==> config.mk <==
export PLATFORM = sky130hd
export DESIGN_NAME = count_sequencer
export DESIGN_NICKNAME = d
export VERILOG_FILES = /design/src/rtl/count_seq_pkg.sv /design/src/rtl/down_cntr_dp.sv /design/src/rtl/count_sequencer.sv
export SDC_FILE = /design/constraint.sdc
export NUM_CORES = 1
export LEC_CHECK = 0
export CORE_UTILIZATION = 50
export CTS_CLUSTER_DIAMETER = 200
export DETAILED_ROUTE_END_ITERATION = 12
export PLACE_DENSITY_LB_ADDON = 0.12
export SYNTH_ARGS = -nofsm -noshare
export SYNTH_HDL_FRONTEND = slang
export SYNTH_SLANG_ARGS = --single-unit
==> constraint.sdc <==
create_clock -name clk -period 2.4 [get_ports clk]
set_input_delay 0.48 -clock clk [delete_from_list [all_inputs] [get_ports clk]]
set_output_delay 0.48 -clock clk [all_outputs]
set_load 0.005 [all_outputs]
==> src/rtl/count_seq_pkg.sv <==
// ---------------------------------------------------------------------------
// count_seq_pkg
//
// Shared definitions for the count sequencer slice.
//
// Contents:
//   CW_DEFAULT / PW_DEFAULT  default widths of the count value and pass count
//   state_t                  2-bit FSM state type
//   ST_IDLE / ST_COUNT /
//   ST_DONE                  the only three FSM states
// ---------------------------------------------------------------------------
package count_seq_pkg;

  localparam int CW_DEFAULT = 3;
  localparam int PW_DEFAULT = 4;

  // The states are kept as plain constants rather than an enum, so that
  // older tools and existing netlists keep seeing the same encoding.
  typedef logic [1:0] state_t;

  localparam logic [1:0] ST_IDLE  = 2'd0;
  localparam logic [1:0] ST_COUNT = 2'd1;
  localparam logic [1:0] ST_DONE  = 2'd2;

endpackage : count_seq_pkg

==> src/rtl/down_cntr_dp.sv <==
// ---------------------------------------------------------------------------
// down_cntr_dp
//
// Loadable down-counter datapath used by count_sequencer. It has no notion
// of passes or terminal values. The controller decides each cycle whether
// to load, decrement or hold.
//
// Ports:
//   clk    rising-edge clock
//   clear  synchronous active-high reset; forces q to 0; wins over load/dec
//   load   load din into q (wins over dec)
//   dec    decrement q by one
//   din    value loaded when load is high
//   q      registered count value
// ---------------------------------------------------------------------------
module down_cntr_dp
  import count_seq_pkg::*;
#(
  parameter int CW = CW_DEFAULT
) (
  input  logic          clk,
  input  logic          clear,
  input  logic          load,
  input  logic          dec,
  input  logic [CW-1:0] din,
  output logic [CW-1:0] q
);

  localparam logic [CW-1:0] ONE = CW'(1);

  // NOTE: sequential state is updated with <= only. All registers then
  // sample their pre-edge values, whatever order the blocks are in.
  always_ff @(posedge clk) begin
    if (clear) begin
      q <= '0;
    end else if (load) begin
      q <= din;
    end else if (dec) begin
      q <= q - ONE;
    end
  end

endmodule : down_cntr_dp

==> src/rtl/count_sequencer.sv <==
// ---------------------------------------------------------------------------
// count_sequencer
//
// Runs a number of down-count passes from a latched upper value (hi) to a
// latched terminal value (lo). Each pass lasts hi-lo+1 unpaused cycles.
// When the final pass completes, the block enters a single DONE cycle and
// then returns to IDLE.
//
// Parameters:
//   CW        width of the count value (hi, lo, q)
//   PW        width of the pass count (passes, pass_cnt)
//
// Ports:
//   clk       rising-edge clock
//   clear     synchronous active-high reset; overrides every other input
//   start     begin a sequence; only looked at in IDLE
//   hi        load value of each pass (sampled on the accepting cycle)
//   lo        terminal value of each pass (sampled on the accepting cycle)
//   passes    number of passes to run (sampled on the accepting cycle)
//   pause     freeze count, pass count and state while high
//   abort     drop back to IDLE from COUNT; wins over pause and completion
//   q         registered count value
//   busy      high while in COUNT
//   tc        1-cycle pulse in the cycle after a pass reaches lo
//   done      1-cycle pulse marking normal completion (coincides with the
//             final tc)
//   err       1-cycle pulse after a start with lo>hi or passes==0
//   pass_cnt  passes completed; held in IDLE until the next accepted start
// ---------------------------------------------------------------------------
module count_sequencer
  import count_seq_pkg::*;
#(
  parameter int CW = CW_DEFAULT,
  parameter int PW = PW_DEFAULT
) (
  input  logic          clk,
  input  logic          clear,
  input  logic          start,
  input  logic [CW-1:0] hi,
  input  logic [CW-1:0] lo,
  input  logic [PW-1:0] passes,
  input  logic          pause,
  input  logic          abort,
  output logic [CW-1:0] q,
  output logic          busy,
  output logic          tc,
  output logic          done,
  output logic          err,
  output logic [PW-1:0] pass_cnt
);

  localparam logic [PW:0] PASS_ONE = (PW + 1)'(1);

  state_t        state;
  state_t        state_nx;

  // Parameters of the running sequence, captured on the accepting cycle so
  // that the live inputs may change freely afterwards.
  logic [CW-1:0] hi_r;
  logic [CW-1:0] lo_r;
  logic [PW-1:0] passes_r;

  logic          accept;     // start request with a legal range/pass count
  logic          run;        // COUNT and neither aborting nor paused
  logic          at_lo;      // the current pass has reached its terminal value
  logic [PW:0]   pass_inc;   // pass count after the pass in progress
  logic          last_pass;  // the pass in progress is the final one

  logic          dp_load;
  logic          dp_dec;
  logic [CW-1:0] dp_din;

  // -------------------------------------------------------------------------
  // Decode
  // -------------------------------------------------------------------------
  assign accept    = start && (lo <= hi) && (passes != '0);
  assign run       = (state == ST_COUNT) && !abort && !pause;
  assign at_lo     = (q == lo_r);

  // One extra bit, so the increment cannot wrap when pass_cnt is at its
  // maximum.
  assign pass_inc  = {1'b0, pass_cnt} + PASS_ONE;
  assign last_pass = (pass_inc >= {1'b0, passes_r});

  // The counter is loaded in two cases: from the live hi input when a
  // sequence is accepted, and from the latched hi when a pass that is not
  // the last one ends. After the final pass, q is left at lo.
  assign dp_load = ((state == ST_IDLE) && accept) ||
                   (run && at_lo && !last_pass);
  assign dp_dec  = run && !at_lo;
  assign dp_din  = (state == ST_IDLE) ? hi : hi_r;

  assign busy    = (state == ST_COUNT);

  // -------------------------------------------------------------------------
  // Datapath
  // -------------------------------------------------------------------------
  down_cntr_dp #(
    .CW (CW)
  ) u_dp (
    .clk   (clk),
    .clear (clear),
    .load  (dp_load),
    .dec   (dp_dec),
    .din   (dp_din),
    .q     (q)
  );

  // -------------------------------------------------------------------------
  // Next-state logic
  // -------------------------------------------------------------------------
  // NOTE: state_nx gets a default before the case statement. This keeps
  // the block purely combinational, so no latch is inferred on any path.
  always_comb begin
    state_nx = state;
    unique case (state)
      ST_IDLE: begin
        if (accept) begin
          state_nx = ST_COUNT;
        end
      end
      ST_COUNT: begin
        if (abort) begin
          state_nx = ST_IDLE;
        end else if (run && at_lo && last_pass) begin
          state_nx = ST_DONE;
        end
      end
      ST_DONE: begin
        state_nx = ST_IDLE;
      end
      default: begin
        state_nx = ST_IDLE;
      end
    endcase
  end

  // -------------------------------------------------------------------------
  // State, latched parameters, pass tracking and pulses
  // -------------------------------------------------------------------------
  // NOTE: the latched hi/lo/passes are cleared along with the control
  // state. Nothing reads them outside COUNT, but clearing them keeps the
  // block free of X after reset in simulation and in equivalence checking.
  always_ff @(posedge clk) begin
    if (clear) begin
      state    <= ST_IDLE;
      hi_r     <= '0;
      lo_r     <= '0;
      passes_r <= '0;
      pass_cnt <= '0;
      tc       <= 1'b0;
      done     <= 1'b0;
      err      <= 1'b0;
    end else begin
      state <= state_nx;
      tc    <= 1'b0;
      done  <= 1'b0;
      err   <= 1'b0;

      if ((state == ST_IDLE) && start) begin
        if (accept) begin
          hi_r     <= hi;
          lo_r     <= lo;
          passes_r <= passes;
          pass_cnt <= '0;
        end else begin
          err <= 1'b1;
        end
      end

      // A pass completes on an unpaused, unaborted cycle at lo. done is set
      // on the same edge as the final tc, so both pulses appear during the
      // DONE cycle.
      if (run && at_lo) begin
        tc       <= 1'b1;
        pass_cnt <= pass_inc[PW-1:0];
        if (last_pass) begin
          done <= 1'b1;
        end
      end
    end
  end

endmodule : count_sequencer

# Word level (Yosys, flattened, before mapping)
# Index checks and enable logic that the tools add are counted.
# classes
addsub	2
order_cmp	2
eq_ne	4
mux	13
bitwise_logic	2
n_reduce_logical	25
# op_table
op	n
2-to-1 mux 4 bit	3
logical AND 1 bit	10
2-to-1 mux 3 bit	3
2-to-1 mux 2 bit	3
AND reduction 2 bit	3
nonzero test 2 bit	3
adder 4 x 1 -> 5 bit (second input constant)	1
>= comparator 5 x 4 -> 1 bit	1
logical NOT 1 bit	4
one-hot mux 2 bit (2 select lines)	1
nonzero test 4 bit	1
OR reduction 2 bit	2
equality test 3 bit	1
<= comparator 3 bit	1
2-to-1 mux 1 bit	3
!= test 3 x 2 -> 1 bit (second input constant)	1
subtractor 3 x 1 -> 3 bit (second input constant)	1
equality test 2 x 1 -> 1 bit (second input constant)	1
logical NOT 2 bit	1
!= test 2 bit (second input constant)	1
NOT 1 bit	2
logical OR 1 bit	1
# totals
register_bits	22
in_bits	15
out_inout_bits	11
word_cells	57

# Longest topological paths before layout
# Gate-level depths: netlist of run 1.
# logic_depth
depth_word	8
ltp_mapped	8
depth_no_buf	7

# Hierarchy
# Synthesis of run 1 repeated with hierarchy kept, for this count alone.
# hier_totals
cells_unflattened	135
hier_area_um2	1249.9
# by_module_without_submodules
mod	instances	cells_per_inst	area_per_inst_um2	seq_area_each_um2
count_sequencer	1	117	1081.0	380.4
down_cntr_dp	1	18	168.9	60.1

# Worst setup path before layout of run 1
# OpenSTA, ideal clock, no wires.
# synth_timing
kind	register to register
startpoint	register pass_cnt[0]
endpoint	register u_dp.q[1]
setup_ns	0.121
t_arrival_ns	1.795
t_required_ns	2.279
path_slack_ns	0.484
stages_incl_launch_ff	8
path_buffers	0
synth_period_minus_slack_ns	1.916
path_cell_list	dfxtp_1 > ha_1 > xor2_1 > ha_1 > o21ai_0 > o21a_1 > a21o_4 > mux2_4
# synth_via
elab_chain_len	6
elab_cells_between_ends	7
cone_classes	add/sub (1); order compare (1); mux (1); reduce/logical (4)
# synth_lines
item	line_no	text
from (decl)	count_sequencer.sv:49	output logic [PW-1:0] pass_cnt
from (signal assigned)	count_sequencer.sv:176	pass_cnt <= pass_inc[PW-1:0];
adder 4 x 1 -> 5 bit (*)	count_sequencer.sv:82	assign pass_inc = {1'b0, pass_cnt} + PASS_ONE;
>= comparator 5 x 4 -> 1 bit (*)	count_sequencer.sv:83	assign last_pass = (pass_inc >= {1'b0, passes_r});
logical NOT 1 bit (*)	count_sequencer.sv:89	(run && at_lo && !last_pass);
logical AND 1 bit (*)	count_sequencer.sv:89	
logical OR 1 bit (*)	count_sequencer.sv:88	assign dp_load = ((state == ST_IDLE) && accept) ||
2-to-1 mux 3 bit / nonzero test 2 bit (equally long branches)	n/a	
to (signal assigned)	down_cntr_dp.sv:37	q <= din;
to (signal assigned)	down_cntr_dp.sv:39	q <= q - ONE;
to (decl)	down_cntr_dp.sv:26	output logic [CW-1:0] q
# Mark *: on every way between the ends. The rest lies on a longest branch, timed or not.
# A chain may end at the register's enable or synchronous reset.

# Worst setup path in the final report of run 1
# layout_timing
startpoint	register pass_cnt[0]
endpoint	register u_dp.q[2]
# The elaborated chain is that of the path after synthesis.

==> metrics, run 1 <==
cell class contributing the biggest share of worst-path delay compound AO/OA/AOI/OAI gates; detailed router's first-iteration violation count 20; met3 GRT Util 3.87%; Resize count post-CTS 0; Placed Cells incl. Taps about 200; Setup WS post-layout between 0.2 and 0.3 ns; delay contributed by the slowest stage of the critical path around 0.46 ns; fillers 200; met1 layer usage reported by global route between 20% and 30%; Rows 17; flip-flop and latch count after synthesis 22; total of buffers placed on input and output ports 25; met2 usage in global routing between 30% and 40%; top library cells by usage in the layout, fill and taps aside sky130_fd_sc_hd__clkdlybuf4s50_1 (25), sky130_fd_sc_hd__dfxtp_1 (22), sky130_fd_sc_hd__nand2_1 (14), sky130_fd_sc_hd__a21oi_1 (14); worst r2r dst u_dp.q[2]; CP Capture Type register; most frequent cell on the critical path sky130_fd_sc_hd__ha_1; peak ir drop on the vdd network around 360 uV; number of antenna violations at the first check in global routing 0; RSZ-0062 raised after global routing no; number of buffers added for setup after CTS 0; CP max FO 6; I/O pins 26; most frequent standard cell in the layout excluding fill and tap cells sky130_fd_sc_hd__clkdlybuf4s50_1; final hold violation count 0; depth of the critical timing path with buffers and inverters included 8; Bufs on Longest Clock Path 2; number of remaining DRC errors 0; data required time at the worst endpoint around 2.6 ns; critical path endpoint u_dp.q[2]; Die ar. around 2600 um2; first-pass GRT wire length roughly 4.5 mm; count of inserted antenna diode cells 0; Antenna Violating Nets Remaining 0; clock skew about 0.0075 ns; number of non-filler instances in the completed layout approximately 200; share of layout cells above drive strength 1 between 10% and 20%; Critical Path AT 2.37 ns; total power of the final layout about 850 uW; Avg Synthesized Cell Area 9.00 um2; Core ar. 2250 um2; estimated wirelength of the detail-placed design between 2 and 2.5 mm; cell leakage power ~0.00063 uW; cell area power density 534 nW/um2; TritonCTS clock tree done; DRT Pass-1 Iters 4; average vias per placed instance ~5.4; net count reported at finish 196; source-to-sink clock delay at the later pin of the worst-skew pair approximately 0.31 ns; area added between synthesis and finish 30.5%; maximum number of pins on one net before global-route repair 13; Post-Syn Nets 160; Seq/Total Area, Yosys a little over a third; area of the mapped netlist ~1200 um2; Gate Count Post-Synth about 140; status complete, no violations; Die Y-Extent about 51 um; multi-input combinational cell area between 700 and 800 um2; class of the tightest hold or removal check register to register; via count of the first global-routing pass approximately 1100; TritonCTS buffer count 3; launching element of the worst setup path pass_cnt[0]; number of buffers inserted for hold repair after clock tree synthesis 0; CTS root buf sky130_fd_sc_hd__clkbuf_4; cells along the critical path ha_1, xor2_1, ha_1, o21ai_0, o21a_1, a21o_4, buf_4, a221oi_2; global route total overflow 0; Chip Width 51.5 um; GR Util All Layers a little under a quarter; Finish-stage setup viols 0; per-cell routed wire length between 10 and 15 um; Reg area ~440 um2; buffers and inverters on the worst path 1; routed wire length roughly 2.6 mm; clock transition time at the flip-flop clock pins of the worst setup and hold paths 0.13 ns; post-placement setup slack -0.00792 ns; total clock sinks 22; Final Max Slew Viols 0; Max transition margin between 60% and 70%; count of distinct cell types in the synthesized netlist 40; Reg2Reg Launch Point pass_cnt[0]; Worst Max-Slew Pin Slew approximately 0.50 ns; kind of start point of the critical path register; crit path time final roughly 2.1 ns; category of the critical setup timing path register to register; final estimated routing congestion in global placement a little under 0.8; Starting Density between 50 and 60%; slowest CP cell sky130_fd_sc_hd__dfxtp_1; overall via count from detail_route 1067; number of max-cap violations 0; warning count from the yosys run 0; Achievable Freq 465 MHz; register-to-register setup slack 0.25 ns; total number of H-tree levels 1; most crowded layer after global routing met2; post-route clock period utilization roughly 90%; cell count of the worst reg-to-reg path 8
-- through the flow --
| step | hold slack [ns] | setup TNS (ns) | util [%] | cell area (um2) |
|---|---|---|---|---|
| global placement | 0.440 | 0 | 69.2 | 1560 |
| floorplan | 0.433 | 0 | - | 1220 |
| global route | 0.497 | 0 | 70.8 | 1600 |
| CTS | 0.463 | 0 | 70.8 | 1600 |
| finish | 0.463 | 0 | 70.8 | 1600 |
| detailed placement | 0.446 | -0.00792 | 69.2 | 1560 |
-- sequential cells by signal, indices dropped and copies added (netlist names) --
register and count:
state 2, pass_cnt 4, lo_r 3, u_dp.q 3, done 1, err 1
tc 1, hi_r 3, passes_r 4
-- worst min-delay path by stage --
stage / start / endpoint / cells after the start
final: hi_r[1] / hi_r[1] / 2
after global routing: hi_r[1] / hi_r[1] / 2
after CTS: hi_r[1] / hi_r[1] / 2
after detailed placement: hi_r[1] / hi_r[1] / 2
after global placement: hi_r[1] / hi_r[1] / 2
after floorplan: hi_r[1] / hi_r[1] / 2
-- logic make-up (layout without fill, tap and decap cells) --
group | Yosys count | count (layout) | share of synthesized area (%)
AND/OR/NAND/NOR | 45 | 45 | 20.3
XOR/XNOR | 5 | 5 | 3.58
AO/OA/AOI/OAI | 33 | 33 | 17.9
buffers and inverters | 14 | 49 | 6.03
flip-flops | 22 | 22 | 36.0
adder cells (fa/ha/maj) | 9 | 9 | 9.20
multiplexers | 8 | 8 | 6.95
-- layout make-up --
type | count | share of cell area, %
multi-input combinational | 100 | 44.4
sequential | 22 | 27.6
timing repair buffer | 35 | 21.2
inverter | 10 | 2.35
clock buffer | 4 | 2.27
tap | 28 | 2.19
-- power breakdown --
| group | switching [uW] | total, uW | internal (uW) |
|---|---|---|---|
| Sequential | 19.1 | 407 | 388 |
| Combinational | 113 | 237 | 124 |
| Clock | 117 | 209 | 92.6 |
-- worst min-delay path, delay by kind of cell (launching register included) --
kind | cells | cell delay (ns)
and+or+nand+nor | 1 | 0.05
DFF | 1 | 0.33
AOI/OAI and AO/OA | 1 | 0.05
-- layer usage --
| metal | vias to the layer above | share of wire (%) |
|---|---|---|
| met5 | - | 0 |
| met4 | 0 | 0.65 |
| met3 | 2 | 3.2 |
| met2 | 22 | 46 |
| met1 | 485 | 50 |
| li1 | 558 | - |
-- cell usage after synthesis, drive strengths merged --
master	instances	area share [%]
a311oi	1	0.72
a31o	1	0.72
a211oi	5	3.1
nand3	6	2.5
nor4b	1	1.9
xor2	1	0.72
dfxtp	22	36
clkbuf	2	1.4
a31oi	1	0.51
nor3	4	2.0
mux2i	7	5.7
a21oi	15	6.4
nor4	1	0.51
nand2b	1	0.51
and4	1	0.72
or2	1	0.51
o211ai	1	0.61
nor2	11	3.6
o21ai	5	2.0
and4b	1	0.82
xnor2	4	2.9
nand4	2	1.5
buf	2	1.5
a221oi	1	1.2
nand2	14	4.3
inv	10	3.1
ha	9	9.2
a21o	1	1.2
o21a	2	1.3
mux2	1	1.2
or3b	1	0.72
and2b	1	0.72
Note: power is estimated with default switching activity, not from simulation.
==> inputs of run 2 (changes only) <==
SYNTH_HIERARCHICAL = 1   (was default)
==> run 2 against run 1 <==
Against the previous run: sequential share of layout area is 0.49 points lower; via count is 0.56% lower; clock skew is 0.0055 ns lower; critical path type unchanged; non-clock buffer count is 2 higher; largest power group unchanged; largest cell class unchanged; cell area is 2.1% higher; global-route usage is 0.35 points higher; hold slack better by 0.012 ns; utilization is 0.82 points higher; total power is 0.92% higher; synthesized cell count is 0.74% lower.
==> metrics, run 2 <==
CP Capture Type register; data required time at the worst endpoint ~2.6 ns; net count reported at finish roughly 200; count of distinct cell types in the synthesized netlist 42; delay contributed by the slowest stage of the critical path about 0.40 ns; estimated wirelength of the detail-placed design 2.02 mm; biggest regs pass_cnt: 4 flops, passes_r: 4 flops; clock skew 0.00205 ns; per-cell routed wire length 13.3 um; Die ar. 2700 um2; total power of the final layout 861 uW; global route total overflow 0; TritonCTS clock tree done; cell area power density approximately 530 nW/um2; Gate Count Post-Synth 135; cells along the critical path ha_1, nand2b_1, nand2_1, ha_1, o21ai_0, o21ai_0, o21bai_2, buf_4, o41ai_1; post-route cell area between 1500 and 2000 um2; Critical Path AT roughly 2.5 ns; cell leakage power around 0.00066 uW; GR Util All Layers a little under a quarter; Min-Delay Endpoint hi_r[0]; Achievable Freq about 450 MHz; Avg Synthesized Cell Area ~9 um2; Seq/Total Area, Yosys a little over a third; launching element of the worst setup path pass_cnt[1]; worst r2r dst u_dp/q[1]; count of cells along the worst hold path 2; Max transition margin approximately 72%; ys flop type sky130_fd_sc_hd__dfxtp_1; Final Max Slew Viols 0; overall via count from detail_route about 1100; peak ir drop on the vdd network between 300 and 400 uV; status complete, no violations; area added between synthesis and finish 30.4%; Hold WS approximately 0.47 ns; total clock sinks 22; final design utilization a little under three quarters; Die Y-Extent about 52 um; Finish-stage setup viols 0; number of remaining DRC errors 0; class of the tightest hold or removal check register to register; CTS root buf sky130_fd_sc_hd__clkbuf_4; clock transition time at the flip-flop clock pins of the worst setup and hold paths approximately 0.13 ns; Worst Max-Slew Pin Slew between 0.4 and 0.5 ns; post-placement setup slack -0.131 ns; post-route clock period utilization about 94%; Reg2Reg Launch Point pass_cnt[1]; source-to-sink clock delay at the later pin of the worst-skew pair approximately 0.31 ns; total of buffers placed on input and output ports 25; Post-synth EDFFs 0; crit path time final about 2.2 ns; first-pass GRT wire length 4.63 mm; Antenna Violating Nets Remaining 0; largest cells by area after synthesis sky130_fd_sc_hd__dfxtp_1 (35%), sky130_fd_sc_hd__ha_1 (9.0%), sky130_fd_sc_hd__mux2i_1 (5.6%); average vias per placed instance 5.36; Bufs on Longest Clock Path 2; cell with the most instances after synthesis sky130_fd_sc_hd__dfxtp_1; cell count of the worst reg-to-reg path 9; share of layout cells above drive strength 1 between 15 and 20%; final estimated routing congestion in global placement ~0.86; routed wire length ~2.6 mm; Core ar. ~2300 um2; TritonCTS buffer count 3; Resize count post-CTS 0; kind of start point of the critical path register; buffers and inverters on the worst path 1; cell class contributing the biggest share of worst-path delay compound AO/OA/AOI/OAI gates; slowest CP cell sky130_fd_sc_hd__dfxtp_1; count of inserted antenna diode cells 0; detailed router's first-iteration violation count 20; post-synthesis async set-or-reset flop share 0%; number of buffers inserted for hold repair after clock tree synthesis 0; Post-Syn Nets approximately 160; top cells by instance count after synthesis sky130_fd_sc_hd__dfxtp_1 (22), sky130_fd_sc_hd__nand2_1 (15), sky130_fd_sc_hd__inv_1 (13), sky130_fd_sc_hd__ha_1 (9), sky130_fd_sc_hd__mux2i_1 (7); top library cells by usage in the layout, fill and taps aside sky130_fd_sc_hd__clkdlybuf4s50_1 (25), sky130_fd_sc_hd__dfxtp_1 (21), sky130_fd_sc_hd__nand2_1 (15); number of antenna violations at the first check in global routing 0; flip-flop and latch count after synthesis 22; hold wc startpoint hi_r[0]; Setup WS post-layout 0.155 ns; fraction of post-synthesis cell area in the top cell type by area 35.2%; Post-DP Area 1590 um2; library cell with the largest summed area after synthesis sky130_fd_sc_hd__dfxtp_1; Chip Width between 50 and 60 um; area of the mapped netlist between 1000 and 1500 um2; CP max FO 4; register-to-register setup slack about 0.16 ns; Starting Density between 50% and 60%; final hold violation count 0; maximum number of pins on one net before global-route repair 16; via count of the first global-routing pass about 1000; number of max-cap violations 0; warning count from the yosys run 6; category of the critical setup timing path register to register; DRT Pass-1 Iters 4; total number of H-tree levels 1; number of buffers added for setup after CTS 0; I/O pins 26; most frequent standard cell in the layout excluding fill and tap cells sky130_fd_sc_hd__clkdlybuf4s50_1; Rows 17
[run 2: changes by cell type after synthesis, sizes merged, moves of 2 or more]
| cell | previous run | this run |
|---|---|---|
| nor3 | 4 | 1 |
| nor2 | 11 | 4 |
| mux2 | 1 | 3 |
| nand4 | 2 | 0 |
| and2 | 0 | 3 |
| a21oi | 15 | 0 |
| inv | 10 | 13 |
| o2111ai | 0 | 3 |
| nand2b | 1 | 4 |
| o31ai | 0 | 3 |
[run 2: worst max path at each step]
stage                endpoint  slack, ns  cells past startpoint
global route        u_dp/q[2]      -0.01                      9
CTS                 u_dp/q[2]       0.09                      9
global placement    u_dp/q[1]      -0.05                      9
floorplan           u_dp/q[2]       0.08                      9
detailed placement  u_dp/q[1]      -0.13                      9
finish              u_dp/q[1]       0.16                      9
[run 2: kinds of logic (layout without fill, tap and decap cells)]
| logic type | after synthesis | count (layout) | synth area share, % |
|---|---|---|---|
| AND/OR/NAND/NOR | 43 | 43 | 19.7 |
| AO/OA/AOI/OAI | 27 | 27 | 17.0 |
| flip-flops | 22 | 22 | 35.2 |
| buffers and inverters | 19 | 54 | 7.21 |
| multiplexers | 10 | 10 | 8.31 |
| adder cells (fa/ha/maj) | 9 | 9 | 9.01 |
| XOR/XNOR | 5 | 5 | 3.50 |
[run 2: per-stage QoR]
stage / setup TNS (ns) / std cells
after detailed placement: -0.260 / 194
after CTS: 0 / 198
after global placement: -0.129 / 194
final: 0 / 198
after floorplan: 0 / 135
after global routing: -0.0105 / 198
[run 2: layout make-up]
class | count | area (um2)
Fill cell | 185 | 646
Inverter | 13 | 48.8
Multi-Input combinational cell | 94 | 728
Tap cell | 28 | 35.0
Timing Repair Buffer | 37 | 340
Sequential cell | 22 | 442
Clock buffer | 4 | 36.3
[run 2: power breakdown]
group | switching (uW) | internal, uW | leakage (uW)
clock network | 117 | 92.6 | 0.0000210
logic | 111 | 129 | 0.000463
registers | 20.1 | 392 | 0.000180
[run 2: worst register-to-register path, stage by stage (launching register included)]
cell                       delay [ns]
sky130_fd_sc_hd__dfxtp_1         0.40
sky130_fd_sc_hd__ha_1            0.20
sky130_fd_sc_hd__nand2b_1        0.13
sky130_fd_sc_hd__nand2_1         0.06
sky130_fd_sc_hd__ha_1            0.26
sky130_fd_sc_hd__o21ai_0         0.09
sky130_fd_sc_hd__o21ai_0         0.37
sky130_fd_sc_hd__o21bai_2        0.13
sky130_fd_sc_hd__buf_4           0.16
sky130_fd_sc_hd__o41ai_1         0.35
[run 2: metal layers]
layer / global-route usage [%] / wire length [um] / vias to the layer above
met2: 35.0 / 1150 / 28
li1: - / - / 554
met4: 9.01 / 14 / 0
met1: 33.3 / 1340 / 477
met5: 0 / 0 / -
met3: 2.92 / 128 / 2
